**src/rtl/fifo_mon_pkg.sv**
```systemverilog
// Shared types for the FIFO protocol monitor.
// Readout field and error code encodings plus width helpers.
package fifo_mon_pkg;

  localparam int CNT_W_DEF = 16;
  localparam int NUM_FLD   = 6;

  typedef enum logic [2:0] {
    FLD_WR,
    FLD_RD,
    FLD_OVF,
    FLD_UDF,
    FLD_MIS,
    FLD_PEAK
  } fld_e;

  typedef enum logic [2:0] {
    ERR_NONE,
    ERR_FULL,
    ERR_EMPTY,
    ERR_AFULL,
    ERR_AEMPTY,
    ERR_ACK,
    ERR_OVF,
    ERR_UDF
  } err_e;

  function automatic int ch_w(int n);
    return (n > 1) ? $clog2(n) : 1;
  endfunction

endpackage

```
**src/rtl/fifo_protocol_monitor_if.sv**
```systemverilog
// Observed FIFO request/flag bundle, one bit per channel.
// The FIFO side drives it; the monitor only listens.
interface fifo_protocol_monitor_if #(
  parameter int NUM_CH = 4
);

  logic [NUM_CH-1:0] mon_fifo_rst_n;
  logic [NUM_CH-1:0] mon_wr_en;
  logic [NUM_CH-1:0] mon_rd_en;
  logic [NUM_CH-1:0] mon_full;
  logic [NUM_CH-1:0] mon_empty;
  logic [NUM_CH-1:0] mon_almostfull;
  logic [NUM_CH-1:0] mon_almostempty;
  logic [NUM_CH-1:0] mon_wr_ack;
  logic [NUM_CH-1:0] mon_overflow;
  logic [NUM_CH-1:0] mon_underflow;

  modport master (
    output mon_fifo_rst_n, mon_wr_en, mon_rd_en,
    output mon_full, mon_empty,
    output mon_almostfull, mon_almostempty,
    output mon_wr_ack, mon_overflow, mon_underflow
  );

  modport slave (
    input mon_fifo_rst_n, mon_wr_en, mon_rd_en,
    input mon_full, mon_empty,
    input mon_almostfull, mon_almostempty,
    input mon_wr_ack, mon_overflow, mon_underflow
  );

endinterface

```
**src/rtl/fifo_mon_channel.sv**
```systemverilog
// One channel: shadow occupancy, flag checks,
// saturating event counters and sticky first-error capture.
module fifo_mon_channel
  import fifo_mon_pkg::*;
#(
  parameter int FIFO_DEPTH = 8,
  parameter int CNT_W      = CNT_W_DEF
) (
  input  logic clk,
  input  logic rst,
  input  logic fifo_rst_n_i,
  input  logic wr_en_i,
  input  logic rd_en_i,
  input  logic full_i,
  input  logic empty_i,
  input  logic afull_i,
  input  logic aempty_i,
  input  logic wr_ack_i,
  input  logic ovf_i,
  input  logic udf_i,
  input  logic clr_i,
  output logic [NUM_FLD-1:0][CNT_W-1:0] cnt_o,
  output logic err_o,
  output err_e code_o
);

  localparam int OCC_W = $clog2(FIFO_DEPTH + 1);
  localparam logic [OCC_W-1:0] DEPTH    = OCC_W'(FIFO_DEPTH);
  localparam logic [OCC_W-1:0] DEPTH_M1 = OCC_W'(FIFO_DEPTH - 1);
  localparam logic [OCC_W-1:0] ONE      = OCC_W'(1);

  logic [OCC_W-1:0] occ_q, occ_d;
  logic [OCC_W-1:0] peak_q, peak_d;
  logic [NUM_FLD-2:0][CNT_W-1:0] evc_q, evc_d;
  logic ack_q, ovf_q, udf_q, chk_q;
  logic err_q, err_d;
  err_e code_q, code_d;

  logic wr_acc, rd_acc, ovf_ev, udf_ev, mis;
  logic [7:1] diff;
  logic [NUM_FLD-2:0] inc;
  err_e first;

  always_comb begin
    wr_acc = fifo_rst_n_i & wr_en_i & (occ_q != DEPTH);
    rd_acc = fifo_rst_n_i & rd_en_i & (occ_q != '0);
    ovf_ev = fifo_rst_n_i & wr_en_i & (occ_q == DEPTH);
    udf_ev = fifo_rst_n_i & rd_en_i & (occ_q == '0);
    occ_d  = occ_q;
    if (!fifo_rst_n_i)
      occ_d = '0;
    else if (wr_acc && !rd_acc)
      occ_d = occ_q + ONE;
    else if (rd_acc && !wr_acc)
      occ_d = occ_q - ONE;
  end

  always_comb begin
    diff[1] = full_i   != (occ_q == DEPTH);
    diff[2] = empty_i  != (occ_q == '0);
    diff[3] = afull_i  != (occ_q == DEPTH_M1);
    diff[4] = aempty_i != (occ_q == ONE);
    diff[5] = wr_ack_i != ack_q;
    diff[6] = ovf_i    != ovf_q;
    diff[7] = udf_i    != udf_q;
    // chk_q covers the cycle after any reset
    mis = chk_q & fifo_rst_n_i & (|diff);
    first = ERR_NONE;
    for (int i = 7; i >= 1; i--)
      if (diff[i]) first = err_e'(3'(i));
  end

  always_comb begin
    inc          = '0;
    inc[FLD_WR]  = wr_acc;
    inc[FLD_RD]  = rd_acc;
    inc[FLD_OVF] = ovf_ev;
    inc[FLD_UDF] = udf_ev;
    inc[FLD_MIS] = mis;
    evc_d = evc_q;
    for (int f = 0; f < NUM_FLD - 1; f++)
      if (inc[f] && !(&evc_q[f]))
        evc_d[f] = evc_q[f] + CNT_W'(1);
    peak_d = peak_q;
    if (!fifo_rst_n_i)
      peak_d = '0;
    else if (occ_d > peak_q)
      peak_d = occ_d;
    err_d  = err_q | mis;
    code_d = (mis && !err_q) ? first : code_q;
    if (clr_i) begin
      evc_d  = '0;
      peak_d = '0;
      err_d  = 1'b0;
      code_d = ERR_NONE;
    end
  end

  always_ff @(posedge clk or posedge rst) begin
    if (rst) begin
      occ_q  <= '0;
      peak_q <= '0;
      evc_q  <= '0;
      ack_q  <= 1'b0;
      ovf_q  <= 1'b0;
      udf_q  <= 1'b0;
      chk_q  <= 1'b0;
      err_q  <= 1'b0;
      code_q <= ERR_NONE;
    end else begin
      occ_q  <= occ_d;
      peak_q <= peak_d;
      evc_q  <= evc_d;
      ack_q  <= wr_acc;
      ovf_q  <= ovf_ev;
      udf_q  <= udf_ev;
      chk_q  <= fifo_rst_n_i;
      err_q  <= err_d;
      code_q <= code_d;
    end
  end

  assign cnt_o[NUM_FLD-2:0] = evc_q;
  assign cnt_o[NUM_FLD-1]   = CNT_W'(peak_q);
  assign err_o  = err_q;
  assign code_o = code_q;

endmodule

```
**src/rtl/fifo_protocol_monitor.sv**
```systemverilog
// Multi-channel FIFO protocol monitor top:
// per-channel checkers, registered readout mux and interrupt.
module fifo_protocol_monitor
  import fifo_mon_pkg::*;
#(
  parameter int NUM_CH     = 4,
  parameter int FIFO_DEPTH = 8,
  parameter int CNT_W      = CNT_W_DEF
) (
  input  logic clk,
  input  logic rst,
  fifo_protocol_monitor_if.slave mon,
  input  logic clr,
  input  logic [NUM_CH-1:0] irq_en,
  input  logic [ch_w(NUM_CH)-1:0] rd_sel,
  input  logic [2:0] rd_field,
  output logic [CNT_W-1:0] rd_data,
  output logic [NUM_CH-1:0] err_sticky,
  output logic [NUM_CH*3-1:0] err_code,
  output logic irq
);

  logic [NUM_CH-1:0][NUM_FLD-1:0][CNT_W-1:0] cnt;
  logic [CNT_W-1:0] rd_data_q, rd_data_d;
  logic irq_q, irq_d;

  for (genvar c = 0; c < NUM_CH; c++) begin : g_ch
    err_e code;
    fifo_mon_channel #(
      .FIFO_DEPTH(FIFO_DEPTH),
      .CNT_W     (CNT_W)
    ) u_ch (
      .clk         (clk),
      .rst         (rst),
      .fifo_rst_n_i(mon.mon_fifo_rst_n[c]),
      .wr_en_i     (mon.mon_wr_en[c]),
      .rd_en_i     (mon.mon_rd_en[c]),
      .full_i      (mon.mon_full[c]),
      .empty_i     (mon.mon_empty[c]),
      .afull_i     (mon.mon_almostfull[c]),
      .aempty_i    (mon.mon_almostempty[c]),
      .wr_ack_i    (mon.mon_wr_ack[c]),
      .ovf_i       (mon.mon_overflow[c]),
      .udf_i       (mon.mon_underflow[c]),
      .clr_i       (clr),
      .cnt_o       (cnt[c]),
      .err_o       (err_sticky[c]),
      .code_o      (code)
    );
    assign err_code[3*c +: 3] = code;
  end

  always_comb begin
    rd_data_d = '0;
    if (int'(rd_sel) < NUM_CH && rd_field < 3'(NUM_FLD))
      rd_data_d = cnt[rd_sel][rd_field];
    irq_d = |(err_sticky & irq_en);
  end

  always_ff @(posedge clk or posedge rst) begin
    if (rst) begin
      rd_data_q <= '0;
      irq_q     <= 1'b0;
    end else begin
      rd_data_q <= rd_data_d;
      irq_q     <= irq_d;
    end
  end

  assign rd_data = rd_data_q;
  assign irq     = irq_q;

endmodule

```
**src/flat_wrapper.sv**
```systemverilog
// flat-port wrapper written by rule: the top's interface ports become plain ports
module fifo_protocol_monitor_flat import fifo_mon_pkg::*;
#(
  parameter int NUM_CH     = 4,
  parameter int FIFO_DEPTH = 8,
  parameter int CNT_W      = CNT_W_DEF
)
  (clk, rst, clr, irq_en, rd_sel, rd_field, rd_data, err_sticky, err_code, irq, mon_mon_fifo_rst_n, mon_mon_wr_en, mon_mon_rd_en, mon_mon_full, mon_mon_empty, mon_mon_almostfull, mon_mon_almostempty, mon_mon_wr_ack, mon_mon_overflow, mon_mon_underflow);
  fifo_protocol_monitor_if #(.NUM_CH(NUM_CH)) mon_i ();
  input  logic clk;
  input  logic rst;
  input  logic clr;
  input  logic [NUM_CH-1:0] irq_en;
  input  logic [ch_w(NUM_CH)-1:0] rd_sel;
  input  logic [2:0] rd_field;
  output logic [CNT_W-1:0] rd_data;
  output logic [NUM_CH-1:0] err_sticky;
  output logic [NUM_CH*3-1:0] err_code;
  output logic irq;
  input wire logic [$bits(mon_i.mon_fifo_rst_n)-1:0] mon_mon_fifo_rst_n;
  input wire logic [$bits(mon_i.mon_wr_en)-1:0] mon_mon_wr_en;
  input wire logic [$bits(mon_i.mon_rd_en)-1:0] mon_mon_rd_en;
  input wire logic [$bits(mon_i.mon_full)-1:0] mon_mon_full;
  input wire logic [$bits(mon_i.mon_empty)-1:0] mon_mon_empty;
  input wire logic [$bits(mon_i.mon_almostfull)-1:0] mon_mon_almostfull;
  input wire logic [$bits(mon_i.mon_almostempty)-1:0] mon_mon_almostempty;
  input wire logic [$bits(mon_i.mon_wr_ack)-1:0] mon_mon_wr_ack;
  input wire logic [$bits(mon_i.mon_overflow)-1:0] mon_mon_overflow;
  input wire logic [$bits(mon_i.mon_underflow)-1:0] mon_mon_underflow;
  assign mon_i.mon_fifo_rst_n = mon_mon_fifo_rst_n;
  assign mon_i.mon_wr_en = mon_mon_wr_en;
  assign mon_i.mon_rd_en = mon_mon_rd_en;
  assign mon_i.mon_full = mon_mon_full;
  assign mon_i.mon_empty = mon_mon_empty;
  assign mon_i.mon_almostfull = mon_mon_almostfull;
  assign mon_i.mon_almostempty = mon_mon_almostempty;
  assign mon_i.mon_wr_ack = mon_mon_wr_ack;
  assign mon_i.mon_overflow = mon_mon_overflow;
  assign mon_i.mon_underflow = mon_mon_underflow;
  fifo_protocol_monitor #(.NUM_CH(NUM_CH), .FIFO_DEPTH(FIFO_DEPTH), .CNT_W(CNT_W)) u_core (.clk(clk), .rst(rst), .mon(mon_i), .clr(clr), .irq_en(irq_en), .rd_sel(rd_sel), .rd_field(rd_field), .rd_data(rd_data), .err_sticky(err_sticky), .err_code(err_code), .irq(irq));
endmodule
```
**config.mk**
```make
export PLATFORM = sky130hd
export DESIGN_NAME = fifo_protocol_monitor_flat
export DESIGN_NICKNAME = d
export VERILOG_FILES = /design/src/rtl/fifo_mon_pkg.sv /design/src/rtl/fifo_protocol_monitor_if.sv /design/src/rtl/fifo_mon_channel.sv /design/src/rtl/fifo_protocol_monitor.sv /design/src/flat_wrapper.sv
export SDC_FILE = /design/constraint.sdc
export NUM_CORES = 1
export LEC_CHECK = 0
export CAP_MARGIN = 20
export CORE_MARGIN = 1.5
export CORE_UTILIZATION = 63
export CTS_CLUSTER_DIAMETER = 40
export CTS_CLUSTER_SIZE = 28
export DETAILED_ROUTE_END_ITERATION = 8
export PLACE_DENSITY_LB_ADDON = 0.08
export SLEW_MARGIN = 20
export SYNTH_ARGS = -nofsm -noshare
export SYNTH_HDL_FRONTEND = slang
export SYNTH_HIERARCHICAL = 1
export SYNTH_SLANG_ARGS = --single-unit
```
**constraint.sdc**
```tcl
create_clock -name clk -period 4.35 [get_ports clk]
set_input_delay 0.87 -clock clk [delete_from_list [all_inputs] [get_ports clk]]
set_output_delay 0.87 -clock clk [all_outputs]
set_load 0.02 [all_outputs]
```
After elaboration in Yosys (flattened, before gate mapping)

Index checks and enable logic that the tools add are counted.

Register bits after elaboration: 401
Bits in latches: 0
RAM bits: 0
Memory bits (read-only): 0
Output and inout port bits: 33
Logic and storage cells: 388
Memories kept: 0

Add/sub/neg operators: 28
$mul: 0
Div/mod/pow operators: 0
$lt $le $gt $ge: 7
Equality and inequality tests: 48
Shift operators: 0
Multiplexer cells: 93
Bitwise gates (word level): 37
Reductions and logical operators: 121

Operators with widths:

| kind                    | count |
|---|---|
| $mux W16                | 22 |
| $add A16 B1 Y16 const B | 20 |
| $mux W80                | 4 |
| $reduce_and A16 Y1      | 20 |
| $bmux W96 S2            | 1 |
| $mux W3                 | 36 |
| $mux W4                 | 24 |
| $mux W96                | 1 |
| $bmux W16 S3            | 1 |
| $reduce_bool A2 Y1      | 24 |
| $and A1 B1 Y1           | 32 |
| $logic_and A1 B1 Y1     | 32 |
| $logic_not A1 Y1        | 32 |
| $ne A1 B1 Y1            | 28 |
| $reduce_or A7 Y1        | 4 |
| $add A4 B1 Y4 const B   | 4 |
| $eq A4 B1 Y1 const B    | 4 |
| $eq A4 B3 Y1 const B    | 4 |
| $eq A4 B4 Y1 const B    | 4 |
| $gt A4 B4 Y1            | 4 |
| $logic_not A4 Y1        | 4 |
| $ne A4 B4 Y1 const B    | 4 |
| $reduce_bool A4 Y1      | 4 |
| $sub A4 B1 Y4 const B   | 4 |
| 8 further kinds         | 17 |

Logic depth before layout (Yosys ltp)

Word-level depth: 11
Mapped depth: 15
Gate-level depth less buffers: 14

By module

The synthesis kept the hierarchy.

By module, submodules not included:

| module                | instances | cells an instance | area an instance (µm²) |
|---|---|---|---|
| fifo_mon_channel      | 4         | 567               | 5335.1 |
| fifo_protocol_monitor | 1         | 232               | 3539.6 |

Worst setup path after synthesis

No wires, ideal clock.

Kind: input port to flip-flop
Start: input port mon_mon_fifo_rst_n[0]
End: register u_core.g_ch[0].u_ch.peak_q[0]
Arrival: 3.032 ns
Required time: 4.230 ns
Setup slack: 1.199 ns
Stages: 12
Buffers on the path: 1
Cell sequence: clkbuf_1 > nand3_1 > a21oi_1 > a32oi_1 > nor2b_1 > ha_1 > nor2b_1 > o21a_1 > o21a_1 > o21ai_1 > mux2i_1 > nor2_1

Elaborated cells between the ends (all ways): 16

RTL lines:

| element                                | RTL line                | source |
|---|---|---|
| start: declaration                     | flat_wrapper.sv:20      | `input wire logic [$bits(mon_i.mon_fifo_rst_n)-1:0] mon_mon_fifo_rst_n;` |
| $and A1 B1 Y1 (2 in series)            | fifo_mon_channel.sv:45  | `wr_acc = fifo_rst_n_i & wr_en_i & (occ_q != DEPTH);` |
| $logic_not A1 Y1                       | fifo_mon_channel.sv:54  | `else if (rd_acc && !wr_acc)` |
| $logic_and A1 B1 Y1                    | fifo_mon_channel.sv:54  |  |
| $mux W4                                | fifo_mon_channel.sv:54  |  |
| $mux W4                                | fifo_mon_channel.sv:52  | `else if (wr_acc && !rd_acc)` |
| $mux W4 *                              | fifo_mon_channel.sv:50  | `if (!fifo_rst_n_i)` |
| named net u_core.g_ch[0].u_ch.occ_d[1] | fifo_mon_channel.sv:32  | `logic [OCC_W-1:0] occ_q, occ_d;` |
| $gt A4 B4 Y1 *                         | fifo_mon_channel.sv:87  | `else if (occ_d > peak_q)` |
| $ne A3 B2 Y1 (no source line) *        | --                      |  |
| end signal: assignment                 | fifo_mon_channel.sv:112 | `peak_q <= peak_d;` |
| end: declaration                       | fifo_mon_channel.sv:33  | `logic [OCC_W-1:0] peak_q, peak_d;` |

The timed path passes the listed nets; every way through them passes the cells marked *. The select of a mux whose other input is x is not followed.
A chain may end at the register's enable or synchronous reset.

Final worst setup path

Start: register u_core.g_ch[0].u_ch.occ_q[1]
End: register u_core.g_ch[0].u_ch.peak_q[2]

Elaborated cells between the ends (all ways): 18

RTL lines:

| element                                | RTL line                | source |
|---|---|---|
| start: declaration                     | fifo_mon_channel.sv:32  |  |
| start signal: assignment               | fifo_mon_channel.sv:101 | `occ_q <= '0;` |
| start signal: assignment               | fifo_mon_channel.sv:111 | `occ_q <= occ_d;` |
| $ne A4 B4 Y1                           | fifo_mon_channel.sv:45  |  |
| $and A1 B1 Y1                          | fifo_mon_channel.sv:45  |  |
| $logic_not A1 Y1                       | fifo_mon_channel.sv:54  |  |
| $logic_and A1 B1 Y1                    | fifo_mon_channel.sv:54  |  |
| $mux W4                                | fifo_mon_channel.sv:54  |  |
| $mux W4 *                              | fifo_mon_channel.sv:52  |  |
| $mux W4 *                              | fifo_mon_channel.sv:50  |  |
| named net u_core.g_ch[0].u_ch.occ_d[1] | fifo_mon_channel.sv:32  |  |
| $gt A4 B4 Y1 *                         | fifo_mon_channel.sv:87  |  |
| $ne A3 B2 Y1 (no source line) *        | --                      |  |

Marked as above.

==> flow_summary.json <==
{
  "synth_area_leaders": "dfrtp_1 (40%), mux4_2 (7.1%), xor2_1 (6.1%), nor2_1 (5.6%), xnor2_1 (3.9%)",
  "global_route.usage.met1_pct": 46.5,
  "totalPowerFinal_w": 0.0115,
  "post_cts_buffers": 0,
  "synth_top_area_share_pct": 40.3,
  "ctsHtreeMaxLevel": 3,
  "syn_to_final_growth_pct": 13.8,
  "avgRoutedWirePerCell_um": 22.1,
  "layout-drive-gt1-share_pct": 11.4,
  "hold_slack_ns": 0.544,
  "die_area_um2": 40700,
  "antenna_found_initial": 2,
  "async_flop_share_pct": 100,
  "gp_congestion": 0.943,
  "ctsLongestPathBuffers": 3,
  "outcome": "finished, final reports clean",
  "worstRegToRegCells": 15,
  "worstSetupPathType": "reg2reg",
  "p_leak_nw": 11.9,
  "synthesis.area_um2": 24900,
  "synth_cell_types": 66,
  "n_fill_cell": 2826,
  "clockRootBuffer": "clkbuf_16",
  "fin_nets": 2679,
  "hold_viol": 0,
  "die_y_um": 202,
  "num_rows": 72,
  "avgViaCountPerCell": 6.40,
  "multi_input_area_um2": 13800,
  "tns_ns": 0,
  "drtIter0Drc": 1905,
  "grt_setup_unrepaired": "false",
  "period_needed_ns": 3.80,
  "post-route-period-util_pct": 87.4,
  "grt_overflow": 0,
  "grt_max_degree": 94,
  "critPathLaunchType": "flip-flop",
  "busiest_layer": "met2",
  "grt_util_met3_pct": 7.00,
  "powerDensity_nw_per_um2": 405,
  "holdBufCountCts": 0,
  "cts_tree": "built",
  "vias": 20200,
  "fp.dieW_um": 202,
  "port_buffers": 84,
  "hpwl_mm": 50.2,
  "setup_violations": 0,
  "synthFlopType": "dfrtp_1",
  "yosysSeqAreaShare_pct": 40.3,
  "worstPathRequired_ns": 4.82,
  "synth_commonest_cells": "dfrtp_1 (401), nor2_1 (373), xor2_1 (172)",
  "worst_clock_skew_ns": 0.0179,
  "first_pass_iters": 5,
  "hold_depth": 2,
  "critPathArrivalTime_ns": 4.27,
  "start_util_pct": 64.1,
  "regArea_um2": 10000,
  "worstMarginPinSlew_ns": 1.13,
  "post-route-util_pct": 72.9,
  "drc": 0,
  "netlist_instances": 2500,
  "first_global_vias": 20000,
  "slew_viol_final": 0,
  "clk_pin_slew_ns": 0.06,
  "grt_pass1_wl_mm": 111,
  "max_freq_ghz": 0.263,
  "ir_worst_vdd_v": 0.000376,
  "slew_headroom_pct": 24.4,
  "ant_nets": 0,
  "ios": 85,
  "synth_edf_count": 0,
  "hp-class": "reg2reg",
  "max-cap-violations": 0,
  "yosysTopAreaCell": "dfrtp_1",
  "clock-sinks": 401,
  "ys_warn_count": 6,
  "gr-usage-met2_pct": 56.0,
  "core_um2": 38800,
  "synth_seq_cells": 401,
  "avgSynthCellArea_um2": 9.95,
  "end_kind": "flip-flop",
  "cts_resized": 0,
  "clock_latency_ns": 0.58,
  "totalWireLength_mm": 69.8,
  "synth.most_common_cell": "dfrtp_1",
  "path_max_fanout": 11,
  "numCtsBuffers": 70,
  "track_usage_pct": 35.0
}
## kinds of logic after synthesis
logic type                 after synthesis  share of synthesized area, %
adders and majority gates               48                          2.41
and+or+nand+nor                       1033                          21.0
other                                    4                        0.0603
buffers and inverters                  224                          4.72
muxes                                  168                          12.0
xor gates and xnor gates               284                          10.0
AOI/OAI and AO/OA                      338                          9.51
DFF                                    401                          40.3
## final timing paths
kind,slack [ns],start,endpoint
min reg2reg,0.54,u_core/g_ch[2].u_ch/code_o[0],u_core/g_ch[2].u_ch/code_o[0]
max,0.55,u_core/g_ch[0].u_ch/occ_q[1],u_core/g_ch[0].u_ch/peak_q[2]
max reg2reg,0.55,u_core/g_ch[0].u_ch/occ_q[1],u_core/g_ch[0].u_ch/peak_q[2]
min,0.54,u_core/g_ch[2].u_ch/code_o[0],u_core/g_ch[2].u_ch/code_o[0]
min in group asynchronous,0.86,rst,u_core/g_ch[3].u_ch/cnt_o[26]
max in group asynchronous,2.44,rst,u_core/g_ch[1].u_ch/cnt_o[47]
## layout make-up
class,count,area share [%]
flip-flops and latches,401,35.4
inverters,73,1.00
well taps,518,2.29
diodes,2,0.0177
clock buffers,88,6.97
repair buffers,114,4.07
multi-input cells,1919,48.9
clock inverters,36,1.36
## sequential cells by signal, indices dropped and copies added (netlist names)
register,count
u_core/irq,1
u_core/g_ch.u_ch/cnt_o,320
u_core/g_ch.u_ch/err_o,4
u_core/g_ch.u_ch/ovf_q,4
u_core/g_ch.u_ch/chk_q,4
u_core/g_ch.u_ch/occ_q,16
u_core/g_ch.u_ch/code_o,12
u_core/g_ch.u_ch/ack_q,4
u_core/g_ch.u_ch/peak_q,16
u_core/g_ch.u_ch/udf_q,4
u_core/rd_data,16
## layout by cell type (no fill, tap or decap), types with 69 or more instances in the layout
cell               n
xnor2_1          112
nand4_1          100
mux4_2            78
a21oi_1           80
clkdlybuf4s50_1   81
inv_1             69
nand3_1          124
clkbuf_16         73
nand2_1          157
nor2_1           372
dfrtp_1          401
xor2_1           172
## critical path, cell delays in order (launching register included)
cell     delay, ns
dfrtp_1       0.41
inv_1         0.14
ha_1          0.44
or3b_4        0.45
nand3_1       0.09
buf_4         0.21
a21oi_1       0.10
a32oi_1       0.22
nor2b_1       0.10
ha_1          0.29
nor2b_1       0.14
o21a_1        0.20
o21a_1        0.18
o21ai_1       0.40
mux2i_1       0.26
nor2_1        0.05
## routing by layer
layer / vias to the layer above / part of all wire (%)
met2: 904 / 47
met1: 9958 / 40
li1: 9113 / -
met4: 2 / 4.6
met3: 190 / 8.1
met5: - / 0.024
## per-stage QoR
step	area (um^2)	cells	worst slack, ns
after global routing	28300	3150	0.312
after floorplan	25000	2544	0.975
after global placement	26000	3025	0.361
final	28300	3151	0.550
after detailed placement	26000	3025	0.277
after CTS	28300	3149	0.585
## report_power, final
part | leakage, nW | switching (W) | internal (W) | total, W
Clock | 1.16 | 0.00196 | 0.00353 | 0.00550
Sequential | 5.56 | 0.000199 | 0.00386 | 0.00406
Combinational | 5.23 | 0.00111 | 0.000810 | 0.00192
Note: power is estimated with default switching activity, not from simulation.
